[src/rtl/cu_dealloc_arbiter_pkg.sv]
// Shared dispatcher definitions: dealloc FSM encoding, default widths and
// the round-robin pointer advance helper.
package cu_dealloc_arbiter_pkg;

   localparam int DEF_NUMBER_CU   = 32'sd2;
   localparam int DEF_CU_ID_WIDTH = 32'sd2;
   localparam int DEF_WG_ID_WIDTH = 32'sd8;
   localparam int DEF_WAIT_LIMIT  = 32'sd1024;

   typedef enum logic [1:0] {
      ST_IDLE  = 2'd0,
      ST_OFFER = 2'd1,
      ST_WAIT  = 2'd2
   } dealloc_state_e;

   // Index following idx in a ring of n entries (last entry wraps to 0).
   function automatic int rr_advance(input int idx, input int n);
      return ((idx + 32'sd1) >= n) ? 32'sd0 : (idx + 32'sd1);
   endfunction

endpackage

[src/rtl/cu_dealloc_arbiter_rr_pick.sv]
// Round-robin picker: first set request bit at an index >= ptr, otherwise
// the lowest set bit (wrap-around). Purely combinational.
module cu_dealloc_arbiter_rr_pick
   import cu_dealloc_arbiter_pkg::*;
#(
   parameter int N     = DEF_NUMBER_CU,
   parameter int IDX_W = DEF_CU_ID_WIDTH
) (
   input  logic [N-1:0]     req,
   input  logic [IDX_W-1:0] ptr,
   output logic             found,
   output logic [IDX_W-1:0] idx
);

   logic             hi_found_s;
   logic [IDX_W-1:0] hi_idx_s;
   logic             lo_found_s;
   logic [IDX_W-1:0] lo_idx_s;

   // Scan downwards so the lowest qualifying index is the one left standing.
   always_comb begin
      hi_found_s = 1'b0;
      hi_idx_s   = '0;
      lo_found_s = 1'b0;
      lo_idx_s   = '0;
      for (int i = N - 1; i >= 0; i--) begin
         hi_found_s = hi_found_s | (req[i] & (IDX_W'(i) >= ptr));
         hi_idx_s   = (req[i] && (IDX_W'(i) >= ptr)) ? IDX_W'(i) : hi_idx_s;
         lo_found_s = lo_found_s | req[i];
         lo_idx_s   = req[i] ? IDX_W'(i) : lo_idx_s;
      end
   end

   assign found = lo_found_s;
   assign idx   = hi_found_s ? hi_idx_s : lo_idx_s;

endmodule

[src/rtl/cu_dealloc_arbiter.sv]
// Workgroup dealloc arbiter: one done-slot per CU, round-robin offer to the
// dispatch controller, then wait for the resource table to confirm the
// dealloc of that CU. A sticky watchdog flags a confirmation that never comes.
module cu_dealloc_arbiter
   import cu_dealloc_arbiter_pkg::*;
#(
   parameter int NUMBER_CU   = DEF_NUMBER_CU,
   parameter int CU_ID_WIDTH = DEF_CU_ID_WIDTH,
   parameter int WG_ID_WIDTH = DEF_WG_ID_WIDTH,
   parameter int WAIT_LIMIT  = DEF_WAIT_LIMIT
) (
   input  logic                             clk,
   input  logic                             rst_n,
   input  logic [NUMBER_CU-1:0]             cu_wg_done_valid_i,
   input  logic [NUMBER_CU*WG_ID_WIDTH-1:0] cu_wg_done_wg_id_i,
   output logic [NUMBER_CU-1:0]             cu_wg_done_ready_o,
   output logic                             dealloc_available_o,
   output logic [CU_ID_WIDTH-1:0]           dealloc_cu_id_o,
   output logic [WG_ID_WIDTH-1:0]           dealloc_wg_id_o,
   input  logic                             dis_controller_wg_dealloc_valid_i,
   input  logic                             grt_wg_dealloc_done_i,
   input  logic [CU_ID_WIDTH-1:0]           grt_wg_dealloc_cu_id_i,
   output logic                             dealloc_timeout_o
);

   localparam int               CNT_W   = $clog2(WAIT_LIMIT + 1);
   localparam logic [CNT_W-1:0] LIMIT_C = CNT_W'(WAIT_LIMIT);

   dealloc_state_e         state_r;
   dealloc_state_e         state_next_s;
   logic [NUMBER_CU-1:0]   slot_valid_r;
   logic [WG_ID_WIDTH-1:0] slot_wg_r [NUMBER_CU];
   logic [CU_ID_WIDTH-1:0] rr_ptr_r;
   logic [CU_ID_WIDTH-1:0] grant_idx_r;
   logic [WG_ID_WIDTH-1:0] grant_wg_r;
   logic [CNT_W-1:0]       wait_cnt_r;
   logic [CNT_W-1:0]       wait_cnt_next_s;
   logic                   timeout_r;

   logic                   pick_found_s;
   logic [CU_ID_WIDTH-1:0] pick_idx_s;
   logic [WG_ID_WIDTH-1:0] pick_wg_s;
   logic                   grant_s;
   logic                   accept_s;
   logic [NUMBER_CU-1:0]   capture_s;
   logic [NUMBER_CU-1:0]   clear_s;

   cu_dealloc_arbiter_rr_pick #(
      .N     (NUMBER_CU),
      .IDX_W (CU_ID_WIDTH)
   ) u_rr_pick (
      .req   (slot_valid_r),
      .ptr   (rr_ptr_r),
      .found (pick_found_s),
      .idx   (pick_idx_s)
   );

   // FSM next-state and one-cycle action strobes.
   always_comb begin
      state_next_s = state_r;
      grant_s      = 1'b0;
      accept_s     = 1'b0;
      case (state_r)
         ST_IDLE: begin
            if (pick_found_s) begin
               state_next_s = ST_OFFER;
               grant_s      = 1'b1;
            end else begin
               state_next_s = ST_IDLE;
            end
         end
         ST_OFFER: begin
            if (dis_controller_wg_dealloc_valid_i) begin
               state_next_s = ST_WAIT;
               accept_s     = 1'b1;
            end else begin
               state_next_s = ST_OFFER;
            end
         end
         ST_WAIT: begin
            // Only the confirmation for the CU we handed out releases us.
            if (grt_wg_dealloc_done_i && (grt_wg_dealloc_cu_id_i == grant_idx_r)) begin
               state_next_s = ST_IDLE;
            end else begin
               state_next_s = ST_WAIT;
            end
         end
         default: begin
            state_next_s = ST_IDLE;
         end
      endcase
   end

   // Per-slot capture/clear masks and the wg id of the slot being picked.
   always_comb begin
      capture_s = cu_wg_done_valid_i & ~slot_valid_r;
      clear_s   = '0;
      pick_wg_s = '0;
      for (int i = 0; i < NUMBER_CU; i++) begin
         clear_s[i] = accept_s & (grant_idx_r == CU_ID_WIDTH'(i));
         pick_wg_s  = (pick_idx_s == CU_ID_WIDTH'(i)) ? slot_wg_r[i] : pick_wg_s;
      end
   end

   // Saturating watchdog count while waiting for the resource table.
   always_comb begin
      if (state_r == ST_WAIT) begin
         wait_cnt_next_s = (wait_cnt_r == LIMIT_C) ? LIMIT_C : (wait_cnt_r + CNT_W'(1'b1));
      end else begin
         wait_cnt_next_s = wait_cnt_r;
      end
   end

   // Slot storage; a slot is only cleared while valid and only captured while
   // free, so the two never target the same slot in one cycle.
   always_ff @(posedge clk) begin
      if (!rst_n) begin
         slot_valid_r <= '0;
         for (int i = 0; i < NUMBER_CU; i++) begin
            slot_wg_r[i] <= '0;
         end
      end else begin
         for (int i = 0; i < NUMBER_CU; i++) begin
            if (clear_s[i]) begin
               slot_valid_r[i] <= 1'b0;
            end else if (capture_s[i]) begin
               slot_valid_r[i] <= 1'b1;
               slot_wg_r[i]    <= cu_wg_done_wg_id_i[i*WG_ID_WIDTH +: WG_ID_WIDTH];
            end else begin
               slot_valid_r[i] <= slot_valid_r[i];
            end
         end
      end
   end

   // FSM state, grant latch, round-robin pointer and watchdog.
   always_ff @(posedge clk) begin
      if (!rst_n) begin
         state_r     <= ST_IDLE;
         grant_idx_r <= '0;
         grant_wg_r  <= '0;
         rr_ptr_r    <= '0;
         wait_cnt_r  <= '0;
         timeout_r   <= 1'b0;
      end else begin
         state_r <= state_next_s;
         // The wg id is copied at grant time so the slot may refill while we wait.
         if (grant_s) begin
            grant_idx_r <= pick_idx_s;
            grant_wg_r  <= pick_wg_s;
         end
         if (accept_s) begin
            rr_ptr_r   <= CU_ID_WIDTH'(rr_advance(int'(grant_idx_r), NUMBER_CU));
            wait_cnt_r <= '0;
         end else begin
            wait_cnt_r <= wait_cnt_next_s;
         end
         if ((state_r == ST_WAIT) && (wait_cnt_next_s == LIMIT_C)) begin
            timeout_r <= 1'b1;
         end
      end
   end

   assign cu_wg_done_ready_o  = ~slot_valid_r;
   assign dealloc_available_o = (state_r == ST_OFFER);
   assign dealloc_cu_id_o     = grant_idx_r;
   assign dealloc_wg_id_o     = grant_wg_r;
   assign dealloc_timeout_o   = timeout_r;

endmodule

[config.mk]
export PLATFORM = sky130hd
export DESIGN_NAME = cu_dealloc_arbiter
export DESIGN_NICKNAME = d
export VERILOG_FILES = /design/src/rtl/cu_dealloc_arbiter_pkg.sv /design/src/rtl/cu_dealloc_arbiter_rr_pick.sv /design/src/rtl/cu_dealloc_arbiter.sv
export SDC_FILE = /design/constraint.sdc
export NUM_CORES = 1
export LEC_CHECK = 0
export ABC_AREA = 0
export CORE_UTILIZATION = 40
export DETAILED_ROUTE_END_ITERATION = 10
export PLACE_DENSITY = 0.72
export SYNTH_ARGS = -nofsm -noshare
export SYNTH_HDL_FRONTEND = slang
export SYNTH_SLANG_ARGS = --single-unit
export TNS_END_PERCENT = 20
[constraint.sdc]
create_clock -name clk -period 6.25 [get_ports clk]
set_clock_uncertainty 0.2 [all_clocks]
set_input_delay 1.25 -clock clk [delete_from_list [all_inputs] [get_ports clk]]
set_output_delay 1.25 -clock clk [all_outputs]
set_load 0.01 [all_outputs]
## Word-level counts from Yosys, hierarchy flattened

Memories as Yosys holds them, arrays and structs flattened.
Cells that the tools add are included.

| storage, ports and cells | value |
|---|---|
| register bits | 28 |
| bits in latches | 0 |
| RAM bits | 16 |
| ROM bits | 0 |
| bits of input ports | 24 |
| output and inout port bits | 14 |
| memories | 1 |

Memory list:

| name | words | bits a word | read ports | clocked after memory_dff | wr ports | RTL line | source |
|---|---|---|---|---|---|---|---|
| slot_wg_r | 2 | 8 | 2 | 0 | 2 | cu_dealloc_arbiter.sv:32 | `logic [WG_ID_WIDTH-1:0] slot_wg_r [NUMBER_CU];` |

| operators by class | value |
|---|---|
| add/subtract/negate cells | 2 |
| multiply operators | 0 |
| div/mod/pow operators | 0 |
| $lt $le $gt $ge | 3 |
| equal/unequal tests | 7 |
| shifts and indexed selects | 0 |
| multiplexer cells | 29 |
| bitwise gates (word level) | 11 |
| reduce and logical (&&, ||, !) cells | 10 |

Operator list:

| operator | count |
|---|---|
| $mux W8 | 4 |
| $eq A11 B11 Y1 const B | 2 |
| $mux W11 | 2 |
| $mux W1 | 17 |
| $add A11 B1 Y11 const B | 1 |
| $mux W2 | 5 |
| $eq A2 B1 Y1 const B | 3 |
| $logic_not A2 Y1 | 3 |
| $pmux W2 S3 | 1 |
| $reduce_or A2 Y1 | 3 |
| $and A1 B1 Y1 | 4 |
| $ge A1 B2 Y1 const A | 2 |
| $logic_and A1 B1 Y1 | 4 |
| $or A1 B1 Y1 | 4 |
| $add A2 B1 Y3 const B | 1 |
| $ge A3 B2 Y1 const B | 1 |
| $and A2 B2 Y2 | 1 |
| $eq A2 B2 Y1 | 1 |
| $eq A2 B2 Y1 const B | 1 |
| $not A2 Y2 | 1 |
| $not A1 Y1 | 1 |

## Depth between registers and ports, before layout

Gate-level depths: netlist of the first run.

| depth | value |
|---|---|
| depth after elaboration | 8 |
| gate-level depth with buffers | 7 |
| gate-level depth less buffers | 7 |

## Modules after synthesis

A second synthesis of the first run with hierarchy kept.

| unflattened totals | value |
|---|---|
| cell total of the unflattened synthesis | 219 |
| area total of the unflattened synthesis | 2242.2 sq um |

By module, submodules not included:

| module | times used | cells an instance | area each (sq um) | seq. area each (sq um) |
|---|---|---|---|---|
| cu_dealloc_arbiter | 1 | 214 | 2210.9 | 1041.0 |
| cu_dealloc_arbiter_rr_pick | 1 | 5 | 31.3 | 0.0 |

## Worst setup path after synthesis of the first run

OpenSTA, ideal clock, no wires.

| timing | value |
|---|---|
| path kind | input-to-reg |
| start point | in rst_n |
| end point | reg timeout_r (netlist: dealloc_timeout_o) |
| library setup time | 0.087 ns |
| arrival | 2.362 ns |
| data required time | 5.963 ns |
| setup slack | 3.601 ns |
| cell stages on the path | 5 |
| path buffers | 1 |
| cells stage by stage | clkbuf_8 -> o21ai_0 -> or4_1 -> a2111o_1 -> o31ai_1 |

RTL lines:

| element | RTL line | source |
|---|---|---|
| start: declaration | cu_dealloc_arbiter.sv:13 | `input logic rst_n,` |
| end signal: assignment | cu_dealloc_arbiter.sv:144 | `timeout_r <= 1'b0;` |
| end signal: assignment | cu_dealloc_arbiter.sv:159 | `timeout_r <= 1'b1;` |
| end: declaration | cu_dealloc_arbiter.sv:38 | `logic timeout_r;` |

==> summary.txt, run 1 <==
Status
  • Status: completed

Floorplanning
  • Initial core utilization: 41.86%
  • Die X: 72.77 um
  • Die ar.: 5295 um2
  • Core area: 4786 um2
  • Chip height: 72.77 um
  • Rows: 25
  • IO Count: 38

GRT
  • Top Usage Layer GRT: met2
  • Total grt overflow: 0
  • Largest net degree at the start of global routing: 20
  • Global Route Usage Sum: 16.07%
  • Met3 GRT Util: 3.729%
  • Vias in the first global route: 1423
  • Global-route wire length before repair: 6382 um
  • Met2 GRT Util: 27.41%
  • Initial antenna violation count: 0
  • Met1 Usage GRT: 19.53%

Synth
  • Compound-cell area share of the yosys netlist: 11.31%
  • Post-Synthesis Cells: 199
  • Largest family of logic cells by synthesized area: simple AND/OR/NAND/NOR gates
  • Largest area contributor in the netlist: dfxtp_1
  • Synth warn: 0
  • Top cells by area, synth: dfxtp_1 (26%), edfxtp_1 (24%), and2_1 (5.6%)
  • Avg Synthesized Cell Area: 10.07 um2
  • Commonest cells post-synth: dfxtp_1 (26), nand2_1 (25), and2_1 (18), edfxtp_1 (16), nor2_1 (16)
  • Cell Area, Synth: 2003 um2
  • Syn nets: 225
  • Ys flop type: dfxtp_1
  • Adder-cell area share of the yosys netlist: 1.249%
  • Mux cell area share after synthesis: 4.997%
  • Register bit total from synthesis: 42
  • Post-synthesis sequential area ratio: 49.97%
  • Synth cell types: 48
  • EDFF count, synth: 16
  • Yosys top cell area share: 25.98%
  • XOR/XNOR Fraction of Synth Area: 4.809%
  • Post-Synth Simple-Gate Area: 22.55%
  • Share of flip-flops with an asynchronous set or reset: 0%
  • Leading cell type by number of instances after synthesis: dfxtp_1

Drt
  • Total wire length: 3898 um
  • Average wire per standard cell: 12.95 um
  • Post-route DRC: 0
  • ANT nets after route: 0
  • Drt pass-1 iters: 4
  • Iteration-0 DRC Markers: 87
  • Via Count: 1469
  • Avg Vias per Cell: 4.880

Clock tree
  • Clk buf depth: 2
  • Total CTS buffers: 5
  • Post-CTS Setup Inserts: 0
  • Clk slew on worst S/H paths: 0.08 ns
  • Clock latency on the worst-skew pair: 0.29 ns
  • Hold buffers post-CTS: 0
  • Resized Gates After CTS: 0
  • CTS tree: done
  • H-tree Lvls: 2
  • Clk sink count: 42
  • Clock root cell: clkbuf_8

Power
  • Cell leakage power: 1.043 nW
  • VDD IR max: 0.1631 mV
  • Cell Pwr Density: 263.8 nW/um2
  • Pwr Total: 665.7 uW

Timing
  • Endpoints failing hold: 0
  • Final setup fails: 0
  • RSZ-0062 raised after global routing: false
  • Count of pins over their slew limit: 0
  • Max-slew headroom: 21.46%
  • Setup TNS: 0 ns
  • Hold_ws: 0.2753 ns
  • Final period util: 54.45%
  • Worst-margin pin slew: 1.176 ns
  • Final worst slack: 2.847 ns
  • Min Tclk post-route: 3.403 ns
  • Fmax: 0.2938 GHz

Worst setup path
  • Slowest CP cell: clkdlybuf4s50_1
  • Crit path max-delay family: buffers and inverters
  • Buf+Inv Stages, Crit Path: 1
  • Crit path max fanout: 19
  • Critical Path AT: 3.41 ns
  • Crit. End Element: flop
  • Crit-path cells: clkdlybuf4s50_1, o21ai_0, or4_1, a2111o_1, o31ai_1
  • Critical path class: in2reg
  • Worst Path Required: 6.25 ns
  • Type of origin of the critical path: input pin
  • Worst stage delay on the critical path: 0.92 ns

Placement
  • I/O Buffers: 36
  • Setup slack at placement: 2.576 ns
  • DPL Wire Length: 2749 um
  • Dpl cells: 293
  • Placed Area: 2386 um2
  • Placer congestion estimate: 0.7939

Job
  • Max Cap Viol: 0

Cells and area
  • Number of antenna diodes: 0
  • Area grow syn2layout: 25.98%
  • Final non-filler cell area: 2524 um2
  • Final std cells w/o fill: 301
  • Final Util: 52.73%
  • Final #Nets: 259
  • Layout cells sized above 1: 6.410%

Worst hold path
  • Hold Crit Class: reg2reg
==> per-layer routing <==
| layer | up-vias | part of all wire (%) |
|---|---|---|
| li1 | 755 | - |
| met1 | 678 | 47 |
| met2 | 32 | 48 |
| met3 | 4 | 3.9 |
| met4 | 0 | 1.6 |
| met5 | - | 0 |
==> logic make-up (layout without fill, tap and decap cells) <==
family                   Yosys count  count (layout)
multiplexers                      10              10
AO/OA/AOI/OAI                     30              30
buffers and inverters             17              52
other                              1               1
flip-flops                        42              42
AND/OR/NAND/NOR                   86              86
XOR/XNOR                          11              11
adder cells (fa/ha/maj)            2               2
==> where the power goes <==
group	internal (mW)	switching (mW)	total [mW]
Sequential	0.306	0.0108	0.317
Combinational	0.0512	0.0425	0.0937
Clock	0.160	0.0949	0.255
Total	0.518	0.148	0.666
==> worst reg2reg max path: cells and delay by family, from the launching register on <==
family	cells	cell delay [ns]
AO/OA/AOI/OAI	2	0.62
flip-flops	1	0.45
AND/OR/NAND/NOR	2	0.77
multiplexers	1	0.15
==> worst paths after layout <==
check | start | end | slack (ns) | cells after the start
hold / removal | wait_cnt_r[1]$_SDFF_PP0_ | wait_cnt_r[1]$_SDFF_PP0_ | 0.28 | 2
setup reg to reg | state_r[1]$_SDFF_PN0_ | dealloc_timeout_o$_SDFFE_PN0P_ | 3.96 | 5
hold reg to reg | wait_cnt_r[1]$_SDFF_PP0_ | wait_cnt_r[1]$_SDFF_PP0_ | 0.28 | 2
setup / recovery | rst_n | dealloc_timeout_o$_SDFFE_PN0P_ | 2.85 | 5
==> cell type report <==
type,count,area (um2)
Multi-Input combinational cell,140,903.4
Clock inverter,3,68.82
Tap cell,67,83.83
Sequential cell,42,1001
Clock buffer,5,68.82
Fill cell,437,2262
Inverter,6,22.52
Timing Repair Buffer,38,375.4
==> state kept, by name, summed over array words and instances, names as in the netlist <==
signal and cells:
wait_cnt_r 11, state_r 2, slot_wg_r 16, dealloc_wg_id_o 8, dealloc_cu_id_o 1, dealloc_timeout_o 1
slot_valid_r 2, rr_ptr_r 1
==> cells in the final DEF, fill, tap and decap left out, types with 6 or more instances in the layout <==
cell / n
dfxtp_1: 26
clkdlybuf4s50_1: 36
o21ai_0: 6
edfxtp_1: 16
inv_1: 6
xnor2_1: 7
a21oi_1: 6
and2_1: 18
o211a_1: 8
nand2_1: 25
mux2i_1: 10
nor2_1: 16
Note: power is estimated with default switching activity, not from simulation.
==> run 2: changes to the inputs <==
--- a/config.mk
+++ b/config.mk
@@ -8,7 +8,7 @@
 export ABC_AREA = 0
 export CORE_UTILIZATION = 40
 export DETAILED_ROUTE_END_ITERATION = 10
-export PLACE_DENSITY = 0.72
+export PLACE_DENSITY = 0.74
 export SYNTH_ARGS = -nofsm -noshare
 export SYNTH_HDL_FRONTEND = slang
 export SYNTH_SLANG_ARGS = --single-unit
==> constraint.sdc (replaced) <==
create_clock -name clk -period 3 [get_ports clk]
set_clock_uncertainty 0.2 [all_clocks]
set_input_delay 0.6 -clock clk [delete_from_list [all_inputs] [get_ports clk]]
set_output_delay 0.6 -clock clk [all_outputs]
set_load 0.01 [all_outputs]
==> summary.txt, run 2 (same netlist as run 1, synthesis figures left out) <==
Job
  • Max Cap Viol: 0 (unchanged)

GRT
  • Initial antenna violation count: 0 (unchanged)
  • Largest net degree at the start of global routing: 19 (-5.0%)
  • Total grt overflow: 0 (unchanged)
  • Global-route wire length before repair: 6210 um (-2.7%)
  • Vias in the first global route: 1396 (-1.9%)
  • Global Route Usage Sum: 15.52% (-0.55 points)

Floorplanning
  • Die ar.: 5295 um2 (unchanged)
  • Initial core utilization: 41.86% (unchanged)
  • Core area: 4786 um2 (unchanged)
  • IO Count: 38 (unchanged)
  • Rows: 25 (unchanged)
  • Chip height: 72.77 um (unchanged)
  • Die X: 72.77 um (unchanged)

Drt
  • Drt pass-1 iters: 4 (unchanged)
  • Iteration-0 DRC Markers: 40 (-54%)
  • ANT nets after route: 0 (unchanged)
  • Total wire length: 3663 um (-6.0%)
  • Average wire per standard cell: 12.09 um (-6.6%)
  • Via Count: 1488 (+1.3%)
  • Avg Vias per Cell: 4.911 (+0.62%)
  • Post-route DRC: 0 (unchanged)

Clock tree
  • Resized Gates After CTS: 0 (unchanged)
  • Clock root cell: clkbuf_8
  • Clk slew on worst S/H paths: 0.09 ns (about the same)
  • Clk buf depth: 2 (unchanged)
  • Post-CTS Setup Inserts: 0 (unchanged)
  • CTS tree: done
  • Clk sink count: 42 (unchanged)
  • Clock latency on the worst-skew pair: 0.30 ns (about the same)
  • Hold buffers post-CTS: 0 (unchanged)
  • H-tree Lvls: 2 (unchanged)
  • Total CTS buffers: 5 (unchanged)

Cells and area
  • Most common cell after layout, fill and taps aside: clkdlybuf4s50_1
  • Final non-filler cell area: 2489 um2 (-1.4%)
  • Reg with most FFs: slot_wg_r
  • Final #Nets: 261 (+0.77%)
  • Max reg flops: 16 (unchanged)
  • Commonest cells after routing, fill and taps aside: clkdlybuf4s50_1 (36), dfxtp_1 (26), nand2_1 (25)
  • Layout cells sized above 1: 7.203% (+0.79 points)
  • Final Util: 52.00% (-0.73 points)
  • Number of antenna diodes: 0 (unchanged)
  • Area grow syn2layout: 24.24%
  • Final std cells w/o fill: 303 (+0.66%)

Worst setup path
  • Worst reg2reg setup slack: 0.77 ns (-3.19 ns)
  • Crit. End Element: flop
  • Worst path depth: 6 (+1)
  • Slowest CP cell: a21oi_1
  • R2R Path Start: state_r[0]$_SDFF_PN0_
  • Crit path max fanout: 16 (-3)
  • Worst stage delay on the critical path: 0.63 ns (-0.29 ns)
  • Critical path class: in2reg
  • Worst Path Required: 2.96 ns (-3.29 ns)
  • Crit-path cells: clkdlybuf4s50_1, and3b_1, nand2_1, o21ai_0, a21oi_1, and2_1
  • FF-to-FF path depth: 5 (unchanged)
  • Crit path max-delay family: compound AO/OA/AOI/OAI gates
  • Type of origin of the critical path: input pin
  • Critical Path AT: 2.31 ns (-1.10 ns)
  • Worst setup endpoint: slot_wg_r[0][11]$_SDFFCE_PN0P_
  • Worst Setup SP: dis_controller_wg_dealloc_valid_i
  • Buf+Inv Stages, Crit Path: 1 (unchanged)
  • Reg-to-reg endpoint: dealloc_timeout_o$_SDFFE_PN0P_

Power
  • Cell leakage power: 1.033 nW (-0.98%)
  • Cell Pwr Density: 490.3 nW/um2 (+86%)
  • VDD IR max: 0.2682 mV (+64%)
  • Pwr Total: 1.220 mW (+83%)

Placement
  • Dpl cells: 295 (+0.68%)
  • DPL Wire Length: 2664 um (-3.1%)
  • Placer congestion estimate: 0.8316 (+4.7%)
  • Placed Area: 2401 um2 (+0.63%)
  • I/O Buffers: 36 (unchanged)

Timing
  • Worst-margin pin slew: 0.7957 ns (-0.3802 ns)
  • Final setup fails: 0 (unchanged)
  • Count of pins over their slew limit: 0 (unchanged)
  • Min Tclk post-route: 2.346 ns
  • Fmax: 0.4263 GHz
  • Setup TNS: 0 ns (unchanged)
  • Endpoints failing hold: 0 (unchanged)
  • Final period util: 78.20%
  • Max-slew headroom: 46.95% (+25 points)
  • RSZ-0062 raised after global routing: false

Status
  • Status: completed

Worst hold path
  • Hold Crit Class: reg2reg
[run 2: cell count changes in the layout (fill, tap and decap cells not counted)]
cell       before  now
clkinv_2        0    2
buf_4           2    4
inv_6           0    1
bufinv_16       2    0
clkinv_4        1    0
[run 2: worst reg2reg max path: stages (launching register included)]
cell and delay, ns:
dfxtp_1 0.38, nand2b_1 0.28, or3_2 0.56, mux2i_1 0.14, a2111o_1 0.39, o31ai_1 0.21
[run 2: power breakdown]
part / total, mW / leakage, nW / internal [mW] / switching, mW
clock: 0.364 / 0.0483 / 0.164 / 0.200
combinational: 0.196 / 0.600 / 0.109 / 0.0865
sequential: 0.660 / 0.384 / 0.638 / 0.0219
total: 1.22 / 1.03 / 0.912 / 0.309
[run 2: cell type report]
class | instances | area [um2]
Clock buffer | 5 | 68.82
Sequential cell | 42 | 1001
Multi-Input combinational cell | 140 | 903.4
Fill cell | 457 | 2297
Inverter | 6 | 22.52
Timing Repair Buffer | 40 | 390.4
Tap cell | 67 | 83.83
Clock inverter | 3 | 18.77
[run 2: routing by layer]
metal | wire, um | track usage (%) | vias up | part of all wire, %
met4 | 40 | 4.575 | 0 | 1.1
met5 | 0 | 0 | - | 0
li1 | - | - | 754 | -
met2 | 1884 | 27.83 | 26 | 51
met1 | 1637 | 18.08 | 702 | 45
met3 | 101 | 4.144 | 6 | 2.8
[run 2: how the worst min path moves through the flow]
stage	startpoint	endpoint	depth (start not counted)	slack [ns]
floorplan	rr_ptr_r[0]$_SDFFE_PN0N_	rr_ptr_r[0]$_SDFFE_PN0N_	2	0.23
global placement	dealloc_timeout_o$_SDFFE_PN0P_	dealloc_timeout_o$_SDFFE_PN0P_	2	0.25
detailed placement	dealloc_timeout_o$_SDFFE_PN0P_	dealloc_timeout_o$_SDFFE_PN0P_	2	0.25
CTS	dealloc_timeout_o$_SDFFE_PN0P_	dealloc_timeout_o$_SDFFE_PN0P_	2	0.27
global route	dealloc_timeout_o$_SDFFE_PN0P_	dealloc_timeout_o$_SDFFE_PN0P_	2	0.30
finish	dealloc_timeout_o$_SDFFE_PN0P_	dealloc_timeout_o$_SDFFE_PN0P_	2	0.26
[run 2: stage by stage]
step | worst slack (ns) | hold slack, ns
global placement | 0.3759 | 0.2462
detailed placement | 0.3061 | 0.2503
finish | 0.6541 | 0.2625
global route | 0.4145 | 0.3029
CTS | 0.6131 | 0.2675
floorplan | 0.9732 | 0.2349
